--- config.mk ---
export PLATFORM = sky130hd
export DESIGN_NAME = edge_postproc_flat
export DESIGN_NICKNAME = d
export VERILOG_FILES = /design/src/rtl/edge_pp_pkg.sv /design/src/rtl/edge_postproc_if.sv /design/src/rtl/edge_pp_pos_counter.sv /design/src/rtl/edge_postproc.sv /design/src/flat_wrapper.sv
export SDC_FILE = /design/constraint.sdc
export NUM_CORES = 1
export LEC_CHECK = 0
export ABC_AREA = 1
export CAP_MARGIN = 10
export CORE_MARGIN = 3
export CORE_UTILIZATION = 60
export DETAILED_ROUTE_END_ITERATION = 16
export PLACE_DENSITY = 0.87
export SYNTH_ARGS = -nofsm -noshare
export SYNTH_HDL_FRONTEND = slang
export SYNTH_SLANG_ARGS = --single-unit
--- constraint.sdc ---
create_clock -name iCLK -period 4 [get_ports iCLK]
set_input_delay 0.8 -clock iCLK [delete_from_list [all_inputs] [get_ports iCLK]]
set_output_delay 0.8 -clock iCLK [all_outputs]
set_load 0.01 [all_outputs]
--- src/rtl/edge_pp_pkg.sv ---
// Shared types and constants for the Sobel edge post-processing stage.
package edge_pp_pkg;

  localparam int PIX_DW = 12;
  localparam logic [PIX_DW-1:0] PIX_MAX = '1;

  typedef enum logic [1:0] {
    MODE_RAW  = 2'd0,
    MODE_BIN  = 2'd1,
    MODE_GAIN = 2'd2,
    MODE_OVL  = 2'd3
  } mode_t;

  typedef enum logic [1:0] {
    WAIT_SOF = 2'd0,
    ACTIVE   = 2'd1,
    DONE     = 2'd2
  } state_t;

endpackage

--- src/rtl/edge_postproc_if.sv ---
// Pixel/stat bundle between the Sobel stage, this post-processor and the
// SDRAM write / display logic. The slave side is the post-processor.
interface edge_postproc_if #(
  parameter int DW    = 12,
  parameter int CNT_W = 19
);
  logic [DW-1:0]    iDATA;
  logic             iDVAL;
  logic             iSOF;
  logic [DW-1:0]    iTHRESH;
  logic [1:0]       iMODE;
  logic [DW-1:0]    oRed;
  logic [DW-1:0]    oGreen;
  logic [DW-1:0]    oBlue;
  logic             oDVAL;
  logic [CNT_W-1:0] oEDGE_COUNT;
  logic             oSTAT_VALID;
  logic             oFRAME_ERR;

  modport master (
    output iDATA, iDVAL, iSOF, iTHRESH, iMODE,
    input  oRed, oGreen, oBlue, oDVAL, oEDGE_COUNT, oSTAT_VALID, oFRAME_ERR
  );

  modport slave (
    input  iDATA, iDVAL, iSOF, iTHRESH, iMODE,
    output oRed, oGreen, oBlue, oDVAL, oEDGE_COUNT, oSTAT_VALID, oFRAME_ERR
  );
endinterface

--- src/rtl/edge_pp_pos_counter.sv ---
// Raster position tracker: x/y of the pixel currently presented, plus
// interior (outside the Sobel border) and last-pixel-of-frame flags.
module edge_pp_pos_counter #(
  parameter int IMG_W  = 640,
  parameter int IMG_H  = 480,
  parameter int BORDER = 1
) (
  input  logic iCLK,
  input  logic iRST,
  input  logic clr,
  input  logic adv,
  output logic interior,
  output logic last_pix
);

  localparam int XW = (IMG_W > 1) ? $clog2(IMG_W) : 1;
  localparam int YW = (IMG_H > 1) ? $clog2(IMG_H) : 1;

  localparam logic [XW-1:0] X_LAST = XW'(IMG_W - 1);
  localparam logic [YW-1:0] Y_LAST = YW'(IMG_H - 1);
  localparam logic [XW-1:0] X_LO   = XW'(BORDER);
  localparam logic [XW-1:0] X_HI   = XW'(IMG_W - BORDER);
  localparam logic [YW-1:0] Y_LO   = YW'(BORDER);
  localparam logic [YW-1:0] Y_HI   = YW'(IMG_H - BORDER);

  logic [XW-1:0] x;
  logic [YW-1:0] y;

  // Advance one position per accepted pixel, wrapping at line and frame end.
  always_ff @(posedge iCLK or negedge iRST) begin
    if (!iRST) begin
      x <= '0;
      y <= '0;
    end else if (clr) begin
      x <= '0;
      y <= '0;
    end else if (adv) begin
      if (x == X_LAST) begin
        x <= '0;
        y <= (y == Y_LAST) ? '0 : y + 1'b1;
      end else begin
        x <= x + 1'b1;
      end
    end
  end

  assign interior = (x >= X_LO) && (x < X_HI) && (y >= Y_LO) && (y < Y_HI);
  assign last_pix = (x == X_LAST) && (y == Y_LAST);

endmodule

--- src/rtl/edge_postproc.sv ---
// Edge post-processor: thresholds Sobel magnitude, masks the border,
// maps to RGB per a frame-latched display mode and counts edge pixels.
module edge_postproc
  import edge_pp_pkg::*;
#(
  parameter int IMG_W  = 640,
  parameter int IMG_H  = 480,
  parameter int DW     = PIX_DW,
  parameter int BORDER = 1,
  parameter int CNT_W  = 19
) (
  input logic iCLK,
  input logic iRST,
  edge_postproc_if.slave bus
);

  localparam int STAGES = 2;
  localparam logic [DW-1:0]    ALL_ONES = {DW{1'b1}};
  localparam logic [CNT_W-1:0] CNT_MAX  = {CNT_W{1'b1}};

  typedef struct packed {
    logic [DW-1:0] data;
    logic          is_edge;
    logic          interior;
    mode_t         mode;
  } s1_t;

  state_t           state;
  logic [DW-1:0]    thresh_q;
  mode_t            mode_q;
  logic [CNT_W-1:0] count_q;
  logic [CNT_W-1:0] edge_count_q;
  logic             stat_valid_q;
  logic             frame_err_q;

  logic [STAGES:1]  vld_pipe;
  s1_t              s1_q;
  logic [DW-1:0]    red_q, green_q, blue_q;
  logic [DW-1:0]    red_d, green_d, blue_d;
  logic [DW+1:0]    gain;

  logic             interior;
  logic             last_pix;
  logic             accept;
  logic             is_edge;
  logic [CNT_W-1:0] count_next;

  // A start-of-frame always wins over a same-cycle pixel.
  assign accept     = (state == ACTIVE) && bus.iDVAL && !bus.iSOF;
  assign is_edge    = interior && (bus.iDATA >= thresh_q);
  assign count_next = (is_edge && (count_q != CNT_MAX)) ? count_q + 1'b1 : count_q;

  edge_pp_pos_counter #(
    .IMG_W  (IMG_W),
    .IMG_H  (IMG_H),
    .BORDER (BORDER)
  ) u_pos (
    .iCLK     (iCLK),
    .iRST     (iRST),
    .clr      (bus.iSOF),
    .adv      (accept),
    .interior (interior),
    .last_pix (last_pix)
  );

  // Frame FSM: latches settings at SOF, accumulates count, publishes stats.
  always_ff @(posedge iCLK or negedge iRST) begin
    if (!iRST) begin
      state        <= WAIT_SOF;
      thresh_q     <= '0;
      mode_q       <= MODE_RAW;
      count_q      <= '0;
      edge_count_q <= '0;
      stat_valid_q <= 1'b0;
      frame_err_q  <= 1'b0;
    end else begin
      stat_valid_q <= 1'b0;
      frame_err_q  <= 1'b0;
      if (bus.iSOF) begin
        state    <= ACTIVE;
        thresh_q <= bus.iTHRESH;
        mode_q   <= mode_t'(bus.iMODE);
        count_q  <= '0;
        if (state == ACTIVE) frame_err_q <= 1'b1;
      end else begin
        case (state)
          WAIT_SOF: state <= WAIT_SOF;
          ACTIVE: begin
            if (accept) begin
              count_q <= count_next;
              if (last_pix) begin
                state        <= DONE;
                edge_count_q <= count_next;
                stat_valid_q <= 1'b1;
              end
            end
          end
          DONE:    state <= WAIT_SOF;
          default: state <= WAIT_SOF;
        endcase
      end
    end
  end

  // Display mapping from the stage-1 snapshot; border pixels go black.
  always_comb begin
    red_d   = '0;
    green_d = '0;
    blue_d  = '0;
    gain    = {2'b00, s1_q.data} << 2;
    if (s1_q.interior) begin
      case (s1_q.mode)
        MODE_RAW: begin
          red_d   = s1_q.data;
          green_d = s1_q.data;
          blue_d  = s1_q.data;
        end
        MODE_BIN: begin
          red_d   = s1_q.is_edge ? ALL_ONES : '0;
          green_d = s1_q.is_edge ? ALL_ONES : '0;
          blue_d  = s1_q.is_edge ? ALL_ONES : '0;
        end
        MODE_GAIN: begin
          red_d   = (gain > {2'b00, ALL_ONES}) ? ALL_ONES : gain[DW-1:0];
          green_d = red_d;
          blue_d  = red_d;
        end
        MODE_OVL: begin
          if (s1_q.is_edge) begin
            red_d = ALL_ONES;
          end else begin
            red_d   = s1_q.data >> 1;
            green_d = s1_q.data >> 1;
            blue_d  = s1_q.data >> 1;
          end
        end
        default: red_d = '0;
      endcase
    end
  end

  // Two-stage pixel pipeline; outputs hold between valid pixels.
  always_ff @(posedge iCLK or negedge iRST) begin
    if (!iRST) begin
      vld_pipe <= '0;
      s1_q     <= '0;
      red_q    <= '0;
      green_q  <= '0;
      blue_q   <= '0;
    end else begin
      vld_pipe <= {vld_pipe[STAGES-1:1], accept};
      if (accept) begin
        s1_q <= '{data: bus.iDATA, is_edge: is_edge, interior: interior, mode: mode_q};
      end
      if (vld_pipe[1]) begin
        red_q   <= red_d;
        green_q <= green_d;
        blue_q  <= blue_d;
      end
    end
  end

  assign bus.oRed        = red_q;
  assign bus.oGreen      = green_q;
  assign bus.oBlue       = blue_q;
  assign bus.oDVAL       = vld_pipe[STAGES];
  assign bus.oEDGE_COUNT = edge_count_q;
  assign bus.oSTAT_VALID = stat_valid_q;
  assign bus.oFRAME_ERR  = frame_err_q;

endmodule

--- src/flat_wrapper.sv ---
// flat-port wrapper written by rule: the top's interface ports become plain ports
module edge_postproc_flat import edge_pp_pkg::*;
#(
  parameter int IMG_W  = 640,
  parameter int IMG_H  = 480,
  parameter int DW     = PIX_DW,
  parameter int BORDER = 1,
  parameter int CNT_W  = 19
)
  (iCLK, iRST, bus_iDATA, bus_iDVAL, bus_iSOF, bus_iTHRESH, bus_iMODE, bus_oRed, bus_oGreen, bus_oBlue, bus_oDVAL, bus_oEDGE_COUNT, bus_oSTAT_VALID, bus_oFRAME_ERR);
  edge_postproc_if #(.DW(DW), .CNT_W(CNT_W)) bus_i ();
  input logic iCLK;
  input logic iRST;
  input wire logic [$bits(bus_i.iDATA)-1:0] bus_iDATA;
  input wire logic [$bits(bus_i.iDVAL)-1:0] bus_iDVAL;
  input wire logic [$bits(bus_i.iSOF)-1:0] bus_iSOF;
  input wire logic [$bits(bus_i.iTHRESH)-1:0] bus_iTHRESH;
  input wire logic [$bits(bus_i.iMODE)-1:0] bus_iMODE;
  output wire logic [$bits(bus_i.oRed)-1:0] bus_oRed;
  output wire logic [$bits(bus_i.oGreen)-1:0] bus_oGreen;
  output wire logic [$bits(bus_i.oBlue)-1:0] bus_oBlue;
  output wire logic [$bits(bus_i.oDVAL)-1:0] bus_oDVAL;
  output wire logic [$bits(bus_i.oEDGE_COUNT)-1:0] bus_oEDGE_COUNT;
  output wire logic [$bits(bus_i.oSTAT_VALID)-1:0] bus_oSTAT_VALID;
  output wire logic [$bits(bus_i.oFRAME_ERR)-1:0] bus_oFRAME_ERR;
  assign bus_i.iDATA = bus_iDATA;
  assign bus_i.iDVAL = bus_iDVAL;
  assign bus_i.iSOF = bus_iSOF;
  assign bus_i.iTHRESH = bus_iTHRESH;
  assign bus_i.iMODE = bus_iMODE;
  assign bus_oRed = bus_i.oRed;
  assign bus_oGreen = bus_i.oGreen;
  assign bus_oBlue = bus_i.oBlue;
  assign bus_oDVAL = bus_i.oDVAL;
  assign bus_oEDGE_COUNT = bus_i.oEDGE_COUNT;
  assign bus_oSTAT_VALID = bus_i.oSTAT_VALID;
  assign bus_oFRAME_ERR = bus_i.oFRAME_ERR;
  edge_postproc #(.IMG_W(IMG_W), .IMG_H(IMG_H), .DW(DW), .BORDER(BORDER), .CNT_W(CNT_W)) u_core (.iCLK(iCLK), .iRST(iRST), .bus(bus_i));
endmodule
==> results of run 1 <==
==> power by group through the flow <==
stage	combinational, mW	clock [mW]	sequential [mW]
floorplan	0.521	0	1.47
global placement	0.884	0	1.44
detailed placement	0.908	0	1.45
CTS	0.923	1.38	1.43
global route	1.02	1.45	1.45
finish	0.924	1.37	1.43
==> worst min path at each step <==
stage,slack [ns],to,startpoint
floorplan,0.44,u_core.mode_q[0],u_core.mode_q[0]
global placement,0.45,u_core.mode_q[0],u_core.mode_q[0]
detailed placement,0.46,u_core.mode_q[0],u_core.mode_q[0]
CTS,0.45,u_core.bus.oGreen[5],iRST
global route,0.45,u_core.bus.oGreen[5],iRST
finish,0.40,u_core.bus.oGreen[5],iRST
==> critical path, stage by stage <==
cell and delay, ns:
clkdlybuf4s50_1 0.49, inv_2 0.10, nand2_1 0.23, inv_1 0.41
nor2_4 0.46, inv_1 0.23, a21oi_1 0.26, a21boi_0 0.13
==> kinds of logic (layout without fill, tap and decap cells) <==
group,count (synthesis),count (layout),share of synthesized area (%)
and+or+nand+nor,423,423,28.2
buffers and inverters,151,232,9.95
AOI/OAI and AO/OA,125,125,10.4
DFF,117,117,45.9
adders and majority gates,18,18,3.53
xor gates and xnor gates,13,13,1.79
muxes,1,1,0.177
==> cell usage in the layout (no fill, tap or decap), types with 3 or more instances in the layout <==
cell type,netlist,final
o22ai_1,16,16
inv_1,106,106
nor2_2,3,3
ha_1,18,18
nand3_1,35,35
clkinvlp_4,0,3
nor3_1,7,7
nor3b_1,3,3
clkbuf_16,0,16
clkbuf_8,0,4
o21ai_0,61,61
nand2_1,273,273
clkinv_2,0,6
buf_4,12,6
nor2_4,3,3
nand4_1,22,22
nor2_1,67,67
dfrtp_1,117,117
xor2_1,12,12
clkdlybuf4s50_1,0,86
a21oi_1,40,40
==> sequential cells by signal, indices dropped and copies added (netlist names), 4 cells and up <==
| signal | flops |
|---|---|
| u_core.u_pos.x | 10 |
| u_core.bus.oGreen | 12 |
| u_core.s1_q | 4 |
| u_core.thresh_q | 12 |
| u_core.u_pos.y | 9 |
| u_core.count_q | 19 |
| u_core.bus.oEDGE_COUNT | 19 |
| u_core.gain | 12 |
| u_core.bus.oRed | 12 |
==> per-layer routing <==
layer	global-route usage, %	routed length, µm	up-vias
li1	-	-	2834
met1	38.7	6770	2734
met2	46.5	7470	274
met3	5.45	1200	33
met4	7.21	236	0
met5	0	0	-
==> cell type report <==
class / count / share of cell area [%]
clock inverters: 10 / 1.06
clock buffers: 20 / 5.86
flip-flops and latches: 117 / 37.6
multi-input cells: 580 / 36.1
well taps: 133 / 2.14
repair buffers: 93 / 11.9
inverters: 109 / 5.26
==> metrics by stage <==
stage	worst slack, ns	std cells	utilization (%)	power [mW]
3_3_place_gp	0.818	1032	72.1	2.32
4_1_cts	1.27	1062	77.4	3.73
6_report	1.24	1062	77.4	3.73
3_5_place_dp	0.766	1032	72.1	2.36
2_1_floorplan	1.69	848	-	1.99
5_1_grt	1.08	1062	77.4	3.92
==> results_dict.tcl, run 1 <==
set metrics [dict create \
    synthTopCellsByCount "nand2_1 (273), dfrtp_1 (117), inv_1 (106)" \
    die_w_um 109 \
    routed_wl_mm 15.7 \
    setup_violations 0 \
    yosys.area.top_type "dfrtp_1" \
    yosysMostFrequentCell "nand2_1" \
    die_h_um 109 \
    r2r_slack_ns 1.38 \
    core_mm2 0.0100 \
    grt_pass1_vias 5596 \
    antenna_found_initial 0 \
    ys_seq_area_share_pct 45.9 \
    layout-drive-gt1-share_pct 5.49 \
    worst_setup_path_end_kind "flop" \
    async_reset_ff_share_pct 100 \
    first_pass_iters 6 \
    finalClockSkew_ns 0.0101 \
    clk_latency_ns 0.51 \
    fin_area_mm2 0.00778 \
    setup_tns_ns 0 \
    htreeDepth 4 \
    drtIter0Drc 505 \
    hold_class "in2async" \
    postCtsResizedCells 0 \
    max_cap_viol_count 0 \
    p_int_mw 2.59 \
    crit_type "in2reg" \
    clock_sinks 117 \
    viasPerCell 5.53 \
    drc 0 \
    yosys_warnings 0 \
    nFillCells 692 \
    vias 5875 \
    power_density_mw_per_mm2 479 \
    netlist_top_cells_area "dfrtp_1 (46%), nand2_1 (16%), inv_1 (6.2%), o21ai_0 (4.8%), nor2_1 (3.9%)" \
    max_freq_ghz 0.362 \
    grt_usage_pct 28.3 \
    area_growth_pct 22.0 \
    clk_pin_slew_ns 0.05 \
    p_seq_share_pct 38.5 \
    io_pins 88 \
    final_net_count 966 \
    worst_pin_slew_ns 0.908 \
    layout.area.seq_mm2 0.00293 \
    period_minus_slack_ns 2.76 \
    critPathLaunchType "input pin" \
    synth-main-ff-cell "dfrtp_1" \
    cts_tree "built" \
    num_rows 36 \
    r2r_start "u_core.u_pos.x[1]" \
    cts_root_buf "clkbuf_8" \
    syn-num-nets 896 \
    finalCritPeriodShare_pct 69.0 \
    gp_congestion 0.942 \
    ir_drop_mv 0.374 \
    hold_violations 0 \
    synth_seq_cells 117 \
    crit_fanout 20 \
    post_cts_buffers 0 \
    synthCells 848 \
    wl_per_cell_um 14.8 \
    drv_slew 0 \
    dpl_cell_area_mm2 0.00724 \
    synth_top_area_share_pct 45.9 \
    maxSlewHeadroom_pct 39.4 \
    outcome "finished clean" \
    p_sw_share_pct 30.4 \
    switchingPower_mw 1.13 \
    hold_buffers 0 \
    ctsLongestPathBuffers 2 \
    synth_enable_flop_cells 0 \
    startpoint "bus_iSOF" \
    place_hpwl_mm 10.6 \
    rsz0062_at_grt "false" \
    grt_max_degree 72 \
    multi_input_area_mm2 0.00281 \
    cp.required_ns 4.37 \
    syn_area_mm2 0.00637 \
    diodes 0 \
    postSynthAreaPerCell_um2 7.51 \
    crit_arrival_ns 3.13 \
    leakage_nw 3.86 \
    io_buffers 87 \
    fin_worst_hold_slack_ns 0.396 \
    numCtsBuffers 17 \
    timing.rr.end "u_core.count_q[2]" \
    comb_power_share_pct 24.8 \
    overflow 0 \
    synth_cell_types 37 \
    start_util_pct 63.4 \
    pwr-share-clk_pct 36.8 \
    grt_pass1_wl_mm 26.7 \
    reg2reg_depth 13 \
    dieArea_mm2 0.0119 \
    ant_nets 0 \
    crit_end "u_core.u_pos.y[8]" \
]
(Power assumes the default switching activity.)
==> run 2: changes to the inputs <==
Settings changed: CORE_UTILIZATION 60 to 50, PLACE_DENSITY 0.87 to 0.78.
Clock period 4 ns to 2.27 ns, I/O delays scaled along.
==> results_dict.tcl, run 2 (synthesis results as in run 1) <==
set metrics [dict create \
    outcome "finished clean" \
    final_cell_mix "nand2_1 (273), dfrtp_1 (117), inv_1 (106), clkdlybuf4s50_1 (86), nor2_1 (67)" \
    core_mm2 0.0122 \
    layout-drive-gt1-share_pct 7.92 \
    grt_pass1_wl_mm 25.7 \
    hold_class "reg2reg" \
    period_minus_slack_ns 2.09 \
    wl_per_cell_um 13.2 \
    overflow 0 \
    grt_pass1_vias 5540 \
    setup_violations 0 \
    io_buffers 87 \
    ant_nets 0 \
    crit_type "in2reg" \
    cp_slowest_stage_delay_ns 0.49 \
    comb_power_share_pct 26.3 \
    pwr-share-clk_pct 35.0 \
    max_cap_viol_count 0 \
    cp.required_ns 2.57 \
    start_util_pct 52.2 \
    setup_tns_ns 0 \
    nFillCells 1079 \
    clk_latency_ns 0.42 \
    power_density_mw_per_mm2 808 \
    finalCritPeriodShare_pct 92.2 \
    postCtsResizedCells 0 \
    htreeDepth 4 \
    vias 5789 \
    num_rows 40 \
    crit_top_cell "nand2_1" \
    p_seq_share_pct 38.6 \
    rsz0062_at_grt "false" \
    gp_congestion 0.967 \
    final_util_pct 66.0 \
    grt_max_degree 52 \
    cts_tree "built" \
    ctsLongestPathBuffers 2 \
    place_hpwl_mm 10.8 \
    p_int_mw 4.55 \
    dieArea_mm2 0.0141 \
    crit_arrival_ns 2.39 \
    max_freq_ghz 0.478 \
    drc 0 \
    numCtsBuffers 17 \
    leakage_nw 4.01 \
    clk_pin_slew_ns 0.05 \
    switchingPower_mw 1.95 \
    diodes 0 \
    path_cells "clkdlybuf4s50_1, ha_1, nand2_1, nand2_1, nand2_1, nand2_1, nand2_1, nand4_1, buf_4, nand4_1, nand2_1, nand2_1, nand2_1" \
    die_h_um 119 \
    drtIter0Drc 500 \
    cts_root_buf "clkbuf_16" \
    finalClockSkew_ns 0.00706 \
    crit_slowest_cell "clkdlybuf4s50_1" \
    die_w_um 119 \
    maxSlewHeadroom_pct 56.3 \
    io_pins 88 \
    critPathLaunchType "input pin" \
    hold_violations 0 \
    first_pass_iters 5 \
    p_total_mw 6.51 \
    drv_slew 0 \
    final_common_cell "nand2_1" \
    clock_sinks 117 \
    crit_fanout 18 \
    grt_usage_pct 22.4 \
    ir_drop_mv 0.365 \
    routed_wl_mm 14.9 \
    area_growth_pct 26.4 \
    worst_setup_path_end_kind "flop" \
    final_net_count 997 \
    worst_pin_slew_ns 0.655 \
    antenna_found_initial 0 \
    viasPerCell 5.13 \
    p_sw_share_pct 30.0 \
]
run 2: changes by cell type in the layout (fill, tap and decap cells not counted):
| cell | delta |
|---|---|
| clkinvlp_4 | -3 |
| buf_12 | +3 |
| clkbuf_16 | +1 |
| buf_4 | +27 |
| clkbuf_1 | +5 |
| bufinv_16 | -1 |
| dlygate4sd3_1 | +1 |
| clkbuf_8 | -2 |
run 2: cell type report:
cell class	count	area [µm²]	area share (%)
flip-flops and latches	117	2930	36.3
repair buffers	124	1200	14.9
well taps	168	210	2.61
clock buffers	24	472	5.85
clock inverters	6	30.0	0.373
inverters	109	409	5.08
multi-input cells	580	2810	34.9
run 2: final timing paths:
kind | from | to | slack [ns] | cells past startpoint
max | bus_iDATA[1] | u_core.bus.oEDGE_COUNT[16] | 0.18 | 13
min | u_core.mode_q[0] | u_core.mode_q[0] | 0.47 | 2
max reg2reg | u_core.u_pos.x[1] | u_core.bus.oEDGE_COUNT[16] | 0.25 | 13
min reg2reg | u_core.mode_q[0] | u_core.mode_q[0] | 0.47 | 2
max in group asynchronous | iRST | u_core.bus.oEDGE_COUNT[7] | 1.15 | 3
min in group asynchronous | iRST | u_core.bus.oRed[7] | 0.49 | 2
run 2: layer usage:
metal	wire length [µm]	up-vias	global-route usage [%]	share of wire, %
met3	833	25	4.80	5.6
met4	264	0	8.98	1.8
met1	6830	2679	29.7	46
met5	0	-	0	0
li1	-	2893	-	-
met2	7000	192	35.8	47
run 2: power by group through the flow:
| stage | Combinational [mW] | Sequential [mW] | Clock, mW |
|---|---|---|---|
| 6_report | 1.71 | 2.51 | 2.28 |
| 5_1_grt | 1.90 | 2.55 | 2.40 |
| 4_1_cts | 1.72 | 2.51 | 2.31 |
| 3_5_place_dp | 1.70 | 2.55 | 0 |
| 3_3_place_gp | 1.67 | 2.53 | 0 |
| 2_1_floorplan | 0.918 | 2.59 | 0 |
run 2: what timing repair did:
action | 4_1_cts | 5_1_grt
endpoints found under the hold margin | 22 | 0
buffers inserted | 0 | 0
hold buffers | 1 | 0
run 2: stage by stage:
stage / area (µm²) / instances / hold WS, ns / worst slack [ns]
2_1_floorplan: 6370 / 848 / 0.158 / 0.310
3_3_place_gp: 7550 / 1097 / 0.381 / -0.164
3_5_place_dp: 7550 / 1097 / 0.379 / -0.233
4_1_cts: 8060 / 1128 / 0.469 / 0.189
5_1_grt: 8060 / 1128 / 0.495 / 0.0416
6_report: 8060 / 1128 / 0.471 / 0.176
run 2: worst max-delay path, delay by kind of cell:
kind | cells | cell delay [ns]
AND/OR/NAND/NOR | 10 | 0.82
adder cells (fa/ha/maj) | 1 | 0.36
buffers and inverters | 2 | 0.77
==> run 3: changes to the inputs <==
Settings changed: CORE_UTILIZATION 50 to 60, CTS_CLUSTER_DIAMETER set to 100, PLACE_DENSITY 0.78 to 0.83.
Clock period 2.27 ns to 2.65 ns, I/O delays scaled along.
==> results_dict.tcl, run 3 (synthesis results as in run 1) <==
set metrics [dict create \
    leakage_nw 3.96 \
    p_int_mw 4.34 \
    clock_sinks 117 \
    max_freq_ghz 0.440 \
    timing.rr.end "u_core.count_q[4]" \
    io_pins 88 \
    ir_drop_mv 0.415 \
    critPathBufInv 0 \
    dieArea_mm2 0.0119 \
    final_util_pct 79.2 \
    grt_pass1_vias 5935 \
    num_rows 36 \
    io_buffers 87 \
    p_seq_share_pct 35.5 \
    r2r_start "u_core.count_q[0]" \
    first_pass_iters 5 \
    grt_max_degree 61 \
    max_cap_viol_count 0 \
    core_mm2 0.0100 \
    crit_slowest_cell "dfrtp_1" \
    worst_setup_path_end_kind "flop" \
    maxSlewHeadroom_pct 42.2 \
    nFillCells 691 \
    gp_congestion 0.913 \
    antenna_found_initial 0 \
    clk_latency_ns 0.52 \
    area_growth_pct 24.9 \
    final_net_count 976 \
    cp_num_cells 11 \
    reg2reg_depth 11 \
    finalClockSkew_ns 0.00785 \
    crit_arrival_ns 2.73 \
    die_w_um 109 \
    viasPerCell 5.47 \
    period_minus_slack_ns 2.27 \
    die_h_um 109 \
    numCtsBuffers 17 \
    postCtsResizedCells 0 \
    setup_tns_ns 0 \
    routed_wl_mm 16.3 \
    switchingPower_mw 1.75 \
    start_util_pct 63.4 \
    diodes 0 \
    cts_tree "built" \
    crit_top_cell "nand2_1" \
    clk_pin_slew_ns 0.06 \
    grt_usage_pct 29.6 \
    p_sw_share_pct 28.8 \
    r2r_slack_ns 0.38 \
    place_hpwl_mm 11.2 \
    cts_root_buf "clkbuf_8" \
    crit_type "reg2reg" \
    final_cell_mix "nand2_1 (273), dfrtp_1 (117), inv_1 (106), clkdlybuf4s50_1 (86), nor2_1 (67)" \
    hold_class "in2async" \
    rsz0062_at_grt "false" \
    wl_per_cell_um 15.2 \
    worst_pin_slew_ns 0.864 \
    ctsLongestPathBuffers 2 \
    critPathLaunchType "flop" \
    vias 5879 \
    finalCritPeriodShare_pct 85.8 \
    crit_fanout 19 \
    hold_violations 0 \
    final_common_cell "nand2_1" \
    drtIter0Drc 391 \
    cp_slowest_stage_delay_ns 0.49 \
    power_density_mw_per_mm2 766 \
    pwr-share-clk_pct 40.7 \
    cp_top_family "simple AND/OR/NAND/NOR gates" \
    drc 0 \
    ant_nets 0 \
    htreeDepth 4 \
    overflow 0 \
    cp.required_ns 3.10 \
    grt_pass1_wl_mm 27.8 \
    comb_power_share_pct 23.8 \
    setup_violations 0 \
    outcome "finished clean" \
    drv_slew 0 \
    layout-drive-gt1-share_pct 6.27 \
    path_cells "ha_1, nand3_2, nor2_4, nand3_2, nor2_4, nand3b_4, nand3_4, nand2_1, nand2_1, nand2_1, nand2_1" \
]
-- run 3: cell types whose count changed in the layout (fill, tap and decap cells not counted), sizes merged --
cell / delta
clkinv: -3
clkinvlp: +1
clkbuf: -1
bufinv: +5
buf: -21
-- run 3: timing repair --
item / in CTS / in global routing
hold buffers: 1 / 0
setup buffers: 0 / 0
endpoints found under the hold margin: 20 / 0
-- run 3: routing by layer --
metal  vias to the layer above  share of wire [%]  global-route usage [%]  wire length, µm
met5                         -                  0                       0                0
li1                       2854                  -                       -                -
met4                         0                1.8                    10.8              286
met3                        32                5.3                    5.68              862
met1                      2787                 40                    35.9             6590
met2                       206                 53                    52.1             8580
-- run 3: cell type report --
type                    count  area, µm²  share of cell area [%]
repair buffers            103       1000                    12.6
multi-input cells         580       2810                    35.3
flip-flops and latches    117       2930                    36.8
inverters                 109        409                    5.14
well taps                 133        166                    2.09
clock buffers              23        467                    5.87
clock inverters             9        173                    2.17
-- run 3: through the flow --
step | hold WS [ns] | power [mW] | cell area, µm² | std cells | setup WS, ns
after CTS | 0.438 | 6.12 | 7960 | 1074 | 0.394
after detailed placement | 0.444 | 3.63 | 7310 | 1041 | -0.0390
after floorplan | 0.234 | 3.01 | 6370 | 848 | 0.614
final | 0.462 | 6.10 | 7960 | 1074 | 0.376
after global routing | 0.485 | 6.38 | 7960 | 1074 | 0.118
after global placement | 0.434 | 3.58 | 7310 | 1041 | 0.0605
-- run 3: how the worst max path moves through the flow --
stage                 startpoint                         end  slack, ns
2_1_floorplan      bus_iDATA[11]           u_core.count_q[0]       0.61
3_3_place_gp       bus_iDATA[11]          u_core.count_q[17]       0.06
3_5_place_dp       bus_iDATA[11]           u_core.count_q[4]      -0.04
4_1_cts        u_core.count_q[0]          u_core.count_q[11]       0.39
5_1_grt        u_core.count_q[0]  u_core.bus.oEDGE_COUNT[11]       0.12
6_report       u_core.count_q[0]           u_core.count_q[4]       0.38
-- run 3: power by group through the flow --
| stage | sequential [mW] | clock, mW | combinational, mW |
|---|---|---|---|
| CTS | 2.17 | 2.51 | 1.45 |
| detailed placement | 2.19 | 0 | 1.43 |
| finish | 2.17 | 2.48 | 1.45 |
| global route | 2.19 | 2.58 | 1.61 |
| global placement | 2.18 | 0 | 1.40 |
| floorplan | 2.22 | 0 | 0.786 |
-- run 3: worst reg2reg max path: stages, from the launching register on --
cell      delay (ns)
dfrtp_1         0.49
ha_1            0.28
nand3_2         0.11
nor2_4          0.18
nand3_2         0.14
nor2_4          0.13
nand3b_4        0.25
nand3_4         0.31
nand2_1         0.09
nand2_1         0.09
nand2_1         0.06
nand2_1         0.09
